`config.mk`:
```
export PLATFORM = sky130hd
export DESIGN_NAME = controlador_banco
export DESIGN_NICKNAME = d
export VERILOG_FILES = /design/src/rtl/controlador_banco.sv
export SDC_FILE = /design/constraint.sdc
export NUM_CORES = 1
export LEC_CHECK = 0
export ABC_AREA = 1
export BUFFER_PORTS_ARGS = -buffer_cell sky130_fd_sc_hd__clkbuf_2
export CORE_ASPECT_RATIO = 2
export CORE_UTILIZATION = 57
export CTS_CLUSTER_SIZE = 20
export DETAILED_ROUTE_END_ITERATION = 10
export GPL_TIMING_DRIVEN = 0
export PLACE_DENSITY = 0.87
export SETUP_SLACK_MARGIN = 0.5
export SLEW_MARGIN = 20
export SYNTH_ARGS = -nofsm -noshare
export SYNTH_HDL_FRONTEND = slang
export SYNTH_SLANG_ARGS = --single-unit
```
`constraint.sdc`:
```
create_clock -name clock -period 2.7 [get_ports clock]
set_clock_uncertainty 0.2 [all_clocks]
set_input_delay 0.135 -clock clock [delete_from_list [all_inputs] [get_ports clock]]
set_output_delay 0.135 -clock clock [all_outputs]
set_load 0.005 [all_outputs]
```
`src/rtl/controlador_banco.sv`:
```
// Multicycle operand sequencer for the 8x16 register bank: accepts one instruction,
// reads its operands, computes a result and issues a single-cycle write-back.
module controlador_banco #(
    parameter int WIDTH = 16,
    parameter int ADDR  = 3
) (
    input  logic             clock,
    input  logic             reset,
    input  logic             instr_valid,
    output logic             instr_ready,
    input  logic [2:0]       opcode,
    input  logic [ADDR-1:0]  rd,
    input  logic [ADDR-1:0]  rs,
    input  logic [ADDR-1:0]  rt,
    input  logic [WIDTH-1:0] imm,
    output logic [ADDR-1:0]  Read1,
    output logic [ADDR-1:0]  Read2,
    input  logic [WIDTH-1:0] Data1,
    input  logic [WIDTH-1:0] Data2,
    output logic [ADDR-1:0]  WriteReg,
    output logic [WIDTH-1:0] WriteData,
    output logic             RegWrite,
    output logic             done,
    output logic [WIDTH-1:0] result
);

    typedef enum logic [1:0] {
        ST_IDLE  = 2'b00,
        ST_READ  = 2'b01,
        ST_EXEC  = 2'b10,
        ST_WRITE = 2'b11
    } state_t;

    localparam logic [2:0] OP_ADD = 3'b000;
    localparam logic [2:0] OP_SUB = 3'b001;
    localparam logic [2:0] OP_AND = 3'b010;
    localparam logic [2:0] OP_OR  = 3'b011;
    localparam logic [2:0] OP_XOR = 3'b100;
    localparam logic [2:0] OP_LDI = 3'b101;
    localparam logic [2:0] OP_MOV = 3'b110;
    localparam logic [2:0] OP_SLT = 3'b111;

    state_t           r_state;
    state_t           w_next_state;
    logic [2:0]       r_opcode;
    logic [ADDR-1:0]  r_rd;
    logic [ADDR-1:0]  r_rs;
    logic [ADDR-1:0]  r_rt;
    logic [WIDTH-1:0] r_imm;
    logic [WIDTH-1:0] r_op_a;
    logic [WIDTH-1:0] r_op_b;
    logic [WIDTH-1:0] r_result;
    logic             r_ready;
    logic             r_regwrite;
    logic             r_done;
    logic [WIDTH-1:0] w_alu;
    logic             w_accept;

    assign w_accept = (r_state == ST_IDLE) && instr_valid;

    // Next-state decode
    always_comb begin
        w_next_state = r_state;
        case (r_state)
            ST_IDLE: begin
                if (instr_valid) begin
                    if (opcode == OP_LDI) begin
                        w_next_state = ST_EXEC;
                    end else begin
                        w_next_state = ST_READ;
                    end
                end else begin
                    w_next_state = ST_IDLE;
                end
            end
            ST_READ:  w_next_state = ST_EXEC;
            ST_EXEC:  w_next_state = ST_WRITE;
            ST_WRITE: w_next_state = ST_IDLE;
            default:  w_next_state = ST_IDLE;
        endcase
    end

    // Result datapath; arithmetic wraps modulo 2^WIDTH
    always_comb begin
        w_alu = {WIDTH{1'b0}};
        case (r_opcode)
            OP_ADD: w_alu = r_op_a + r_op_b;
            OP_SUB: w_alu = r_op_a - r_op_b;
            OP_AND: w_alu = r_op_a & r_op_b;
            OP_OR:  w_alu = r_op_a | r_op_b;
            OP_XOR: w_alu = r_op_a ^ r_op_b;
            OP_LDI: w_alu = r_imm;
            OP_MOV: w_alu = r_op_a;
            OP_SLT: begin
                if ($signed(r_op_a) < $signed(r_op_b)) begin
                    w_alu = {{(WIDTH-1){1'b0}}, 1'b1};
                end else begin
                    w_alu = {WIDTH{1'b0}};
                end
            end
            default: w_alu = {WIDTH{1'b0}};
        endcase
    end

    // State register and handshake/write-enable flags registered from the next state
    always_ff @(posedge clock or posedge reset) begin
        if (reset) begin
            r_state    <= ST_IDLE;
            r_ready    <= 1'b1;
            r_regwrite <= 1'b0;
            r_done     <= 1'b0;
        end else begin
            r_state    <= w_next_state;
            r_ready    <= (w_next_state == ST_IDLE);
            r_regwrite <= (w_next_state == ST_WRITE);
            r_done     <= (w_next_state == ST_WRITE);
        end
    end

    // Instruction fields are sampled only at the accepting edge
    always_ff @(posedge clock or posedge reset) begin
        if (reset) begin
            r_opcode <= 3'b000;
            r_rd     <= {ADDR{1'b0}};
            r_rs     <= {ADDR{1'b0}};
            r_rt     <= {ADDR{1'b0}};
            r_imm    <= {WIDTH{1'b0}};
        end else if (w_accept) begin
            r_opcode <= opcode;
            r_rd     <= rd;
            r_rs     <= rs;
            r_rt     <= rt;
            r_imm    <= imm;
        end
    end

    // Operand capture at the end of READ, result capture at the end of EXEC
    always_ff @(posedge clock or posedge reset) begin
        if (reset) begin
            r_op_a   <= {WIDTH{1'b0}};
            r_op_b   <= {WIDTH{1'b0}};
            r_result <= {WIDTH{1'b0}};
        end else begin
            if (r_state == ST_READ) begin
                r_op_a <= Data1;
                r_op_b <= Data2;
            end
            if (r_state == ST_EXEC) begin
                r_result <= w_alu;
            end
        end
    end

    assign instr_ready = r_ready;
    assign Read1       = r_rs;
    assign Read2       = r_rt;
    assign WriteReg    = r_rd;
    assign WriteData   = r_result;
    assign RegWrite    = r_regwrite;
    assign done        = r_done;
    assign result      = r_result;

endmodule

```
-- After elaboration in Yosys (flattened, before gate mapping)
Index checks and enable logic that the tools add are counted.
W data, S select, Z words.
- reduce and logical (&&, ||, !) cells: 4
- multiplexer cells: 5
- order comparisons: 1
- $add $sub $neg: 2
- bitwise gates (word level): 3
- equal/unequal tests: 12
- operators with widths (operator ; count):
    $pmux W16 S8 ; 1
    $add A16 B16 Y16 ; 1
    $and A16 B16 Y16 ; 1
    $lt A16 B16 Y1 ; 1
    $or A16 B16 Y16 ; 1
    $sub A16 B16 Y16 ; 1
    $xor A16 B16 Y16 ; 1
    $eq A3 B3 Y1 const B ; 5
    $pmux W2 S4 ; 1
    $eq A2 B2 Y1 const B ; 3
    $eq A3 B2 Y1 const B ; 2
    $logic_not A2 Y1 ; 2
    $mux W2 ; 2
    $eq A3 B1 Y1 const B ; 1
    $logic_not A3 Y1 ; 1
    $eq A2 B1 Y1 const B ; 1
    $logic_and A1 B1 Y1 ; 1
    $mux W1 ; 1
- word-level logic and storage cells: 38
- output and inout bits: 44
- bits in registers: 80

-- Depth between registers and ports, before layout
- word-level depth: 5
- depth in mapped cells: 15
- depth with buffers taken out: 15

-- Worst setup path after synthesis
Ideal clock, no wire load.
- kind: reg-to-reg
- from: register r_op_a[0]
- to: register r_result[10] (netlist: WriteData[10])
- arrival: 1.731 ns
- stages on the path, launching flop included: 15
- required time: 2.383 ns
- setup slack: 0.652 ns
- setup time: 0.117 ns
- path buffers: 0
- cells stage by stage: dfrtp_1 inv_1 ha_1 inv_1 fa_1 nand2_1 nand3_1 nand3_1 nand2_1 nand2_1 nand3_1 nand3_1 nand3_1 nand2_1 nand2_1
- cells in the longest elaborated chain, start to end: 2
- elaborated cells between the ends (all ways): 3
- those cells by class: 2 x add/sub; 1 x mux
- ends and longest elaborated chain (element ; line ; source):
    from (decl) ; 50 ; logic [WIDTH-1:0] r_op_a;
    from (signal assigned) ; 140 ; r_op_a <= {WIDTH{1'b0}};
    from (signal assigned) ; 145 ; r_op_a <= Data1;
    $sub A16 B16 Y16 / $add A16 B16 Y16 (equally long branches) ; 88, 87 ;
    $pmux W16 S8 (*) ; 86 ; case (r_opcode)
    to (signal assigned) ; 142 ; r_result <= {WIDTH{1'b0}};
    to (signal assigned) ; 149 ; r_result <= w_alu;
    to (decl) ; 52 ; logic [WIDTH-1:0] r_result;
Every way passes the cells marked *; elsewhere a longest branch is shown, timed or not.
A chain may end at the register's enable or synchronous reset.

-- Worst setup path after layout
- from: register r_op_a[11]
- to: register r_result[0] (netlist: WriteData[0])
- cells in the longest elaborated chain, start to end: 3
- ends and longest elaborated chain (element ; line ; source):
    $lt A16 B16 Y1 ; 95 ; if ($signed(r_op_a) < $signed(r_op_b)) begin
    $mux W1 ; 95 ;
    $pmux W16 S8 ; 86 ;
No other way between the ends.

==> reports/qor.txt <==
Rel. slew slack: 58.7%
FFs w/ async S/R, synth: 100%
Layout cells sized above 1: 34.2%
Clk_lat worst skew: 0.37 ns
Row Count: 52
Area of the mapped netlist: 0.00592 sq mm
Drt first pass iters: 10
Setup violators final: 1
First-pass GRT wire length: 35,600 um
RSZ-0062 raised after global routing: yes
Commonest non-fill, non-tap cells in the layout: nand2_1 (188), clkbuf_2 (117), inv_1 (84)
CP endpoint kind: flip-flop
Util after Layout: 83.7%
GRT overflow: 0
R2R Setup Slk: -0.01 ns
Via Count: 7,807
TritonCTS buffer count: 9
Vias in the first global route: 6,887
Slew Limit Fails: 0
Average routed wire per standard cell: 24.3 um
Synth Area per Inst: 7.21 sq um
Worst Setup Slack, final: -0.0106 ns
Slew @ Worst Pin: 0.619 ns
Critical Path Max Stage Delay: 0.50 ns
TritonCTS clock tree: built
Status: finished with violations
CP max stage cell: o21ai_0
Initial core utilization: 58.7%
Synth Flop Type: dfrtp_1
Die ar.: 0.0108 sq mm
Crit Path Max Fanout: 5
Reg-to-Reg Start: r_op_a[11]
Initial antenna violation count: 1
GP Congestion: 0.972
Routed Antenna Nets: 0
Hold WC Path Type: in2async
Clock Tree Buf Depth: 2
Final #Nets: 1,154
Max frequency: 0.369 GHz
Initial drt markers: 1,745
IO Pins: 107
Clk slew on worst S/H paths: 0.08 ns
Max-Cap Viols: 0
Placeable Area: 0.0101 sq mm
Post-synthesis sequential area ratio: 33.9%
Area growth syn-to-layout: 42.6%
Synth unique cells: 35
DR DRC count: 0
Via density: 6.63
Crit path cell chain: inv_1 -> ha_4 -> buf_4 -> nor2_4 -> inv_1 -> o21ai_0 -> a21oi_1 -> nand2_1 -> nand2_2 -> nand3_4 -> nand2_2 -> nand2_2 -> nand2_1
Fill count: 511
Post-synthesis sequential element count: 80
Crit path capture: WriteData[0]
Number of port buffers: 106
N_diodes: 0
GRT Total Usage: 44.7%
Drt total wl: 28,600 um
Post-synth EDFFs: 0
Fin crit period: 2.71 ns
Worst flop-to-flop path endpoint: WriteData[0]
Crit path DAT: 2.77 ns
Sink Count: 80
R2R depth: 13
Failing checks: negative setup slack
WS Path Type: reg2reg
H-tree levels: 3
Post-Synthesis Cells: 821
Worst setup SP type: flip-flop
Largest net degree at the start of global routing: 30
Commonest non-fill, non-tap cell in the layout: nand2_1
Final hold violation count: 0
Chip height: 146 um
Root Buffer: clkbuf_16
Net count after synthesis: 938
CP startpoint: r_op_a[11]
Synthesis Warnings: 0
Cell mode on critical path: nand2_2
Die width: 74.0 um
Required time worst endpoint: 2.76 ns
Period utilization: 100%
Post-DP HPWL: 14,600 um
==> worst min path at each step <==
stage                     cells after the start    endpoint
after floorplan                               2   r_op_b[0]
after global routing                          3   r_imm[12]
after CTS                                     3  r_op_b[13]
final                                         3   r_imm[12]
after global placement                        3  r_op_a[10]
after detailed placement                      2    Read2[0]
==> metal layers <==
metal  GRT usage (%)  share of wire, %
met1            48.2                30
met2            72.4                45
met3            9.94                13
met4            35.5                13
met5               0                 0
==> flip-flops by register name, indices dropped and copies added, names as in the netlist <==
register     cells
WriteData       16
r_imm           16
r_op_a          16
r_op_b          16
Read1            3
Read2            3
WriteReg         3
r_opcode         3
r_state          2
done             1
instr_ready      1
==> kinds of logic after synthesis <==
logic type,after synthesis,share of synthesized area [%]
simple gates,361,25.2
buf+inv,165,12.0
mux,21,4.00
flops,80,33.9
compound gates,139,13.1
fa+ha+maj,54,11.7
xor+xnor,1,0.148
==> metrics by stage <==
step	worst slack (ns)	hold slack, ns	instances	instance area, sq um	TNS [ns]
after CTS	0.463	0.202	1146	7700	0
final	-0.0106	0.213	1177	8440	-0.0106
after global placement	0.204	0.144	1062	6620	0
after floorplan	0.652	0.0518	821	5920	0
after global routing	-0.156	0.258	1177	8440	-0.156
after detailed placement	0.200	0.0159	1064	6660	0
==> timing repair <==
action	4_1_cts	5_1_grt
gates resized for setup	42	164
hold endpoints to repair	86	0
setup endpoints to repair	22	53
hold buffers	62	0
pin swaps	2	31
setup buffers	4	30
gates cloned	0	1
==> worst max-delay path: cells and delay by family (launching register included) <==
kind	cells	cell delay [ns]
AOI/OAI and AO/OA	2	0.71
adders and majority gates	1	0.24
buffers and inverters	3	0.45
DFF	1	0.38
and+or+nand+nor	7	0.63
==> layout make-up <==
type | instances | area, sq um | area share [%]
plain buffers | 44 | 330 | 3.91
inverters | 121 | 479 | 5.68
clock inverters | 6 | 50.0 | 0.593
multi-input cells | 576 | 3700 | 43.8
clock buffers | 10 | 239 | 2.83
well taps | 135 | 169 | 2.00
repair buffers | 205 | 1460 | 17.3
flip-flops and latches | 80 | 2010 | 23.8
==> cells in the mapped netlist, types with 2 or more instances <==
cell	n	area, sq um
buf_4	19	143
o21ai_0	60	300
inv_1	120	450
nand3_2	2	20.0
buf_2	10	50.1
nor2_1	54	203
o221ai_1	2	17.5
a31oi_1	3	18.8
nor3_1	11	55.1
ha_1	52	651
nand3_1	59	295
mux2_2	21	236
clkbuf_1	13	48.8
a211oi_1	7	52.6
nand2_1	223	837
o21bai_1	3	22.5
or2_2	3	18.8
o22ai_1	21	131
o211ai_1	2	15.0
fa_1	2	40.0
nand4_1	6	37.5
dfrtp_1	79	1980
a21oi_1	37	185
Power is not shown: default switching activity piles up to over one toggle a cycle in this logic, so the estimate is an artifact.
